`src/rtl/cnn_seq_pkg.sv`:
```
// Shared definitions for the CNN layer sequencer.
//   state_t          : sequencer states (IDLE, four stage states, FINISH, ERROR)
//   STG_*            : stage indices as reported on stage / err_stage
//   DEFAULT_TIMEOUT  : default per-stage watchdog limit in cycles
//   is_stage()       : true for the four engine-running states
//   stage_idx()      : stage index for a running state
package cnn_seq_pkg;

    typedef enum logic [2:0] {
        ST_IDLE   = 3'd0,
        ST_CONV1  = 3'd1,
        ST_POOL1  = 3'd2,
        ST_CONV2  = 3'd3,
        ST_POOL2  = 3'd4,
        ST_FINISH = 3'd5,
        ST_ERROR  = 3'd6
    } state_t;

    localparam logic [1:0] STG_CONV1 = 2'd0;
    localparam logic [1:0] STG_POOL1 = 2'd1;
    localparam logic [1:0] STG_CONV2 = 2'd2;
    localparam logic [1:0] STG_POOL2 = 2'd3;

    localparam int unsigned DEFAULT_TIMEOUT = 1048576;

    function automatic logic is_stage(input state_t s);
        return s inside {ST_CONV1, ST_POOL1, ST_CONV2, ST_POOL2};
    endfunction

    function automatic logic [1:0] stage_idx(input state_t s);
        case (s)
            ST_POOL1: return STG_POOL1;
            ST_CONV2: return STG_CONV2;
            ST_POOL2: return STG_POOL2;
            default:  return STG_CONV1;
        endcase
    endfunction

endpackage

```
`src/rtl/stage_watchdog.sv`:
```
// Per-stage watchdog counter.
//   clk, rst : clock, synchronous active-high reset
//   clear    : zero the counter at the next edge (applied on every state change)
//   enable   : count while a stage is running
//   expired  : the running stage has reached its last allowed cycle
module stage_watchdog
    import cnn_seq_pkg::*;
#(
    parameter int unsigned TIMEOUT = DEFAULT_TIMEOUT,
    parameter int unsigned TO_W    = 21
) (
    input  logic clk,
    input  logic rst,
    input  logic clear,
    input  logic enable,
    output logic expired
);

    localparam logic [TO_W-1:0] LAST = TO_W'(TIMEOUT - 1);

    logic [TO_W-1:0] count;

    // Saturates at LAST so a stage that stays put can never wrap back to a
    // "healthy" count.
    always_ff @(posedge clk) begin
        if (rst || clear) begin
            count <= '0;
        end else if (enable && count != LAST) begin
            count <= count + TO_W'(1);
        end
    end

    assign expired = enable && (count == LAST);

endmodule

```
`src/rtl/cnn_layer_sequencer.sv`:
```
// Inference controller: runs conv1 -> pool1 -> conv2 -> pool2 once per go.
//   go / abort            : start request (IDLE only) / cancel run, clear error
//   xxx_start / xxx_done  : one-cycle start pulse to, and completion from, each engine
//   stage, buf_sel        : active stage index and ping-pong buffer select
//   busy, done            : a stage is running / one-cycle inference-complete pulse
//   err, err_stage        : sticky watchdog error and the stage that hung
//   total_cycles          : cycles from conv1 entry through the pool2 done cycle
module cnn_layer_sequencer
    import cnn_seq_pkg::*;
#(
    parameter int unsigned TIMEOUT = DEFAULT_TIMEOUT,
    parameter int unsigned TO_W    = 21,
    parameter int unsigned CNT_W   = 32
) (
    input  logic             clk,
    input  logic             rst,
    input  logic             go,
    input  logic             abort,
    output logic             conv1_start,
    input  logic             conv1_done,
    output logic             pool1_start,
    input  logic             pool1_done,
    output logic             conv2_start,
    input  logic             conv2_done,
    output logic             pool2_start,
    input  logic             pool2_done,
    output logic [1:0]       stage,
    output logic             buf_sel,
    output logic             busy,
    output logic             done,
    output logic             err,
    output logic [1:0]       err_stage,
    output logic [CNT_W-1:0] total_cycles
);

    state_t           state, state_n;
    logic             act_done;
    logic             wd_expired;
    logic [3:0]       start_n;
    logic [1:0]       stage_n;
    logic [1:0]       err_stage_n;
    logic [CNT_W-1:0] total_n;

    stage_watchdog #(
        .TIMEOUT(TIMEOUT),
        .TO_W   (TO_W)
    ) u_wd (
        .clk    (clk),
        .rst    (rst),
        .clear  (state_n != state),
        .enable (is_stage(state)),
        .expired(wd_expired)
    );

    always_ff @(posedge clk) begin
        if (rst) begin
            state <= ST_IDLE;
        end else begin
            state <= state_n;
        end
    end

    // Outputs are registered, so everything below is computed for the state
    // being entered (state_n) rather than the current one.
    always_comb begin
        act_done    = 1'b0;
        state_n     = state;
        start_n     = '0;
        stage_n     = '0;
        err_stage_n = '0;
        total_n     = total_cycles;

        case (state)
            ST_CONV1: act_done = conv1_done;
            ST_POOL1: act_done = pool1_done;
            ST_CONV2: act_done = conv2_done;
            ST_POOL2: act_done = pool2_done;
            default:  act_done = 1'b0;
        endcase

        case (state)
            ST_IDLE: if (!abort && go) state_n = ST_CONV1;
            ST_CONV1, ST_POOL1, ST_CONV2, ST_POOL2: begin
                // done outranks an expiring watchdog in the same cycle
                if (abort) begin
                    state_n = ST_IDLE;
                end else if (act_done) begin
                    case (state)
                        ST_CONV1: state_n = ST_POOL1;
                        ST_POOL1: state_n = ST_CONV2;
                        ST_CONV2: state_n = ST_POOL2;
                        default:  state_n = ST_FINISH;
                    endcase
                end else if (wd_expired) begin
                    state_n = ST_ERROR;
                end
            end
            ST_FINISH: state_n = ST_IDLE;
            ST_ERROR:  if (abort) state_n = ST_IDLE;
            default:   state_n = ST_IDLE;
        endcase

        if (is_stage(state_n) && state_n != state) begin
            start_n[stage_idx(state_n)] = 1'b1;
        end

        if (is_stage(state_n)) begin
            stage_n = stage_idx(state_n);
        end else if (state_n == ST_FINISH || state_n == ST_ERROR) begin
            stage_n = stage;
        end

        if (state_n == ST_ERROR) begin
            err_stage_n = stage;
        end

        if (state == ST_IDLE && state_n == ST_CONV1) begin
            total_n = '0;
        end else if (is_stage(state)) begin
            total_n = total_cycles + CNT_W'(1);
        end
    end

    always_ff @(posedge clk) begin
        if (rst) begin
            conv1_start  <= 1'b0;
            pool1_start  <= 1'b0;
            conv2_start  <= 1'b0;
            pool2_start  <= 1'b0;
            stage        <= '0;
            buf_sel      <= 1'b0;
            busy         <= 1'b0;
            done         <= 1'b0;
            err          <= 1'b0;
            err_stage    <= '0;
            total_cycles <= '0;
        end else begin
            {pool2_start, conv2_start, pool1_start, conv1_start} <= start_n;
            stage        <= stage_n;
            buf_sel      <= stage_n[0];
            busy         <= is_stage(state_n);
            done         <= (state_n == ST_FINISH);
            err          <= (state_n == ST_ERROR);
            err_stage    <= err_stage_n;
            total_cycles <= total_n;
        end
    end

endmodule

```
`config.mk`:
```
export PLATFORM = sky130hd
export DESIGN_NAME = cnn_layer_sequencer
export DESIGN_NICKNAME = d
export VERILOG_FILES = /design/src/rtl/cnn_seq_pkg.sv /design/src/rtl/stage_watchdog.sv /design/src/rtl/cnn_layer_sequencer.sv
export SDC_FILE = /design/constraint.sdc
export NUM_CORES = 1
export LEC_CHECK = 0
export ABC_AREA = 1
export BUFFER_PORTS_ARGS = -buffer_cell sky130_fd_sc_hd__buf_2
export CORE_MARGIN = 4
export CORE_UTILIZATION = 40
export DETAILED_ROUTE_END_ITERATION = 7
export GPL_ROUTABILITY_DRIVEN = 1
export PLACE_DENSITY = 0.62
export SETUP_SLACK_MARGIN = 0.02
export SLEW_MARGIN = 20
export SYNTH_ARGS = -nofsm -noshare
export SYNTH_HDL_FRONTEND = slang
export SYNTH_SLANG_ARGS = --single-unit
export TNS_END_PERCENT = 10
```
`constraint.sdc`:
```
create_clock -name clk -period 2.6 [get_ports clk]
set_clock_uncertainty 0.15 [all_clocks]
set_input_delay 0.39 -clock clk [delete_from_list [all_inputs] [get_ports clk]]
set_output_delay 0.39 -clock clk [all_outputs]
set_load 0.05 [all_outputs]
```
==> impl_metrics.yaml <==
sta:
  tightest_slew_ps: 383
  finalSetupTns_ps: 0
  final_max_slew_viol_count: 0
  layout_setup_ws_ps: 243
  rsz0062_at_grt: "no"
  clock.fmax_mhz: 424
  hold_viol: 0
  setup-violations-final: 0
  min_period_over_period_pct: 90.6
  worst_slew_margin_rel_pct: 74.3
  period_needed_ps: 2360
global_routing:
  use_met1_pct: 22.1
  grt_use_total_pct: 16.3
  met3_usage_pct: 5.41
  grt.met2_usage_pct: 24.2
  antenna_found_initial: 0
  overflow: 0
  grt_pass1_vias: 3046
  busiest_layer: "met2"
  grt_pass1_wl_mm: 13.7
  grt_max_degree: 33
layout:
  fin_cells: 681
  stdcell_area_um2: 4190
  diodes: 0
  fillers: 904
  final_cell_mix: "129 x nand2_1, 71 x nor2_1, 67 x dfxtp_1"
  fin_nets: 578
  seqCellArea_um2: 1340
  syn_to_final_growth_pct: 16.0
  multiInputGateArea_um2: 2010
  final_common_cell: "nand2_1"
  drive_gt1_share_pct: 22.3
clock_network:
  cts_tree: "done"
  cts_sinks: 67
  insertion_delay_ps: 350
  cts_hold_buf: 0
  cts_resized: 0
  h-tree-depth: 3
  clock_path_buffers: 2
  cts_root_buf: "clkbuf_8"
  path_clk_slew_ps: 80
  cts_made_buffers: 9
  cts_setup_buffers: 0
placed_design:
  dp_cells: 665
  dpl.hpwl_mm: 6.16
  numPortBuffers: 51
  gp_congestion: 0.905
  postPlaceCellArea_um2: 3990
  dpl_worst_slack_ps: 247
synth:
  async_flop_share_pct: 0
  synth_ff_type: "dfxtp_1"
  synth.largest_area_cell: "dfxtp_1"
  seq_area_frac_synth_pct: 37.1
  synth_edf_count: 0
  syn-cell-area_um2: 3610
  synth_fp_nets: 520
  avgSynthCellArea_um2: 7.08
  synth_top_cell_area_share_pct: 37.1
  ys_types: 36
  netlist_instances: 510
  ys_ff_latch: 67
  netlist_top_cells_area: "dfxtp_1 37%, nand2_1 13%, nor2_1 7.4%"
  synth_warnings: 0
setup_path:
  ff2ff_path_depth: 13
  r2r-start: "state[0]"
  cp-startpoint: "state[0]"
  worst-path-max-fanout: 21
  timing_worst_setup_path_type: "flop to flop"
  start_kind: "flop"
  rrSetupSlack_ps: 240
  arrival_ps: 2450
  endpoint: "u_wd.count[15]"
  crit_path_end_kind: "flop"
  cp.required_ps: 2690
  regToRegEndpoint: "u_wd.count[15]"
power:
  pwr-share-clk_pct: 44.0
  pwr-share-seq_pct: 51.2
  cellPowerDensity_nw_per_um2: 482
  p_leak_nw: 1.71
  p_sw_mw: 0.497
  power.total_mw: 2.02
  internal_power_mw: 1.52
  peakVddDrop_v: 0.000280
  sw_frac_of_total_pct: 24.6
  pwr-share-comb_pct: 4.9
outcome:
  status: "completed"
floorplan:
  fp.dieW_um: 103
  die_h_um: 103
  rows: 34
  start_util_pct: 41.2
  coreArea_um2: 8760
  fp.dieArea_um2: 10600
  pin_count: 52
detailed_routing:
  wl_per_cell_um: 11.9
  avgViaCountPerCell: 4.81
  firstDrtPassIters: 5
  drt_wl_total_mm: 8.09
  drcViolationCount: 0
  vias: 3274
  drtIter0Drc: 162
  final_antenna_net_count: 0
min_path:
  hold_path_class: "input pin to flop"
flow_run:
  maxCapViolCount: 0
worst max-delay path, cell delays in order (launching register included):
cell,delay [ps]
dfxtp_1,380
nor2_1,290
nand2_2,100
nand3_4,190
nand3_1,110
nand2_1,80
nand2_1,50
nand2_1,90
nand2_2,130
nand2_1,90
nand2_1,90
nand4_4,90
buf_4,340
nor2_1,80
synth_stat cells, drive strengths merged (2+ instances only):
master	n
nand3	25
ha	2
nand4	14
xnor2	15
nor4	7
or2	4
nor2	99
o21ai	7
nor3	12
nand3b	2
buf	8
xor2	26
inv	55
nand2	138
dfxtp	67
a21oi	26
routing by layer:
metal  part of all wire, %  up-vias
met5                     0        -
met4                   1.6        0
li1                      -     1718
met3                   6.3       12
met1                    49     1467
met2                    43       77
stage by stage:
step | hold WS [ps] | util (%)
after floorplan | 308 | -
after detailed placement | 300 | 45.5
after global placement | 285 | 45.5
final | 135 | 47.8
after CTS | 124 | 47.8
after global routing | 139 | 47.8
worst min path at each step:
stage                              start        endpoint  slack, ps  cells past startpoint
after floorplan           u_wd.count[20]  u_wd.count[20]        310                      2
after global placement          stage[1]    err_stage[1]        290                      2
after detailed placement        stage[1]    err_stage[1]        300                      2
after CTS                            rst        stage[0]        120                      2
after global routing                 rst        stage[1]        140                      2
final                                rst        stage[0]        130                      2
power by group through the flow:
stage	sequential (mW)	clock, mW	combinational (mW)
after detailed placement	1.06	0	0.0994
final	1.03	0.888	0.0988
after global routing	1.03	0.961	0.110
after CTS	1.03	0.914	0.0997
after global placement	1.06	0	0.0983
after floorplan	1.06	0	0.0683
final cells by class:
class / count / share of cell area (%)
multi-input cells: 379 / 48.0
repair buffers: 56 / 6.99
well taps: 108 / 3.23
clock buffers: 10 / 3.29
clock inverters: 6 / 1.55
inverters: 55 / 4.93
flip-flops and latches: 67 / 32.0
cell families after synthesis:
family | synth area share, %
AOI/OAI and AO/OA | 5.30
xor gates and xnor gates | 9.94
adders and majority gates | 0.693
buffers and inverters | 7.21
DFF | 37.1
and+or+nand+nor | 39.7
sequential cells by signal, indices dropped and copies added (netlist names), 2 cells and up:
register	flops
total_cycles	32
u_wd.count	21
state	3
err_stage	2
stage	2
Power figures use the tool's default switching activity.
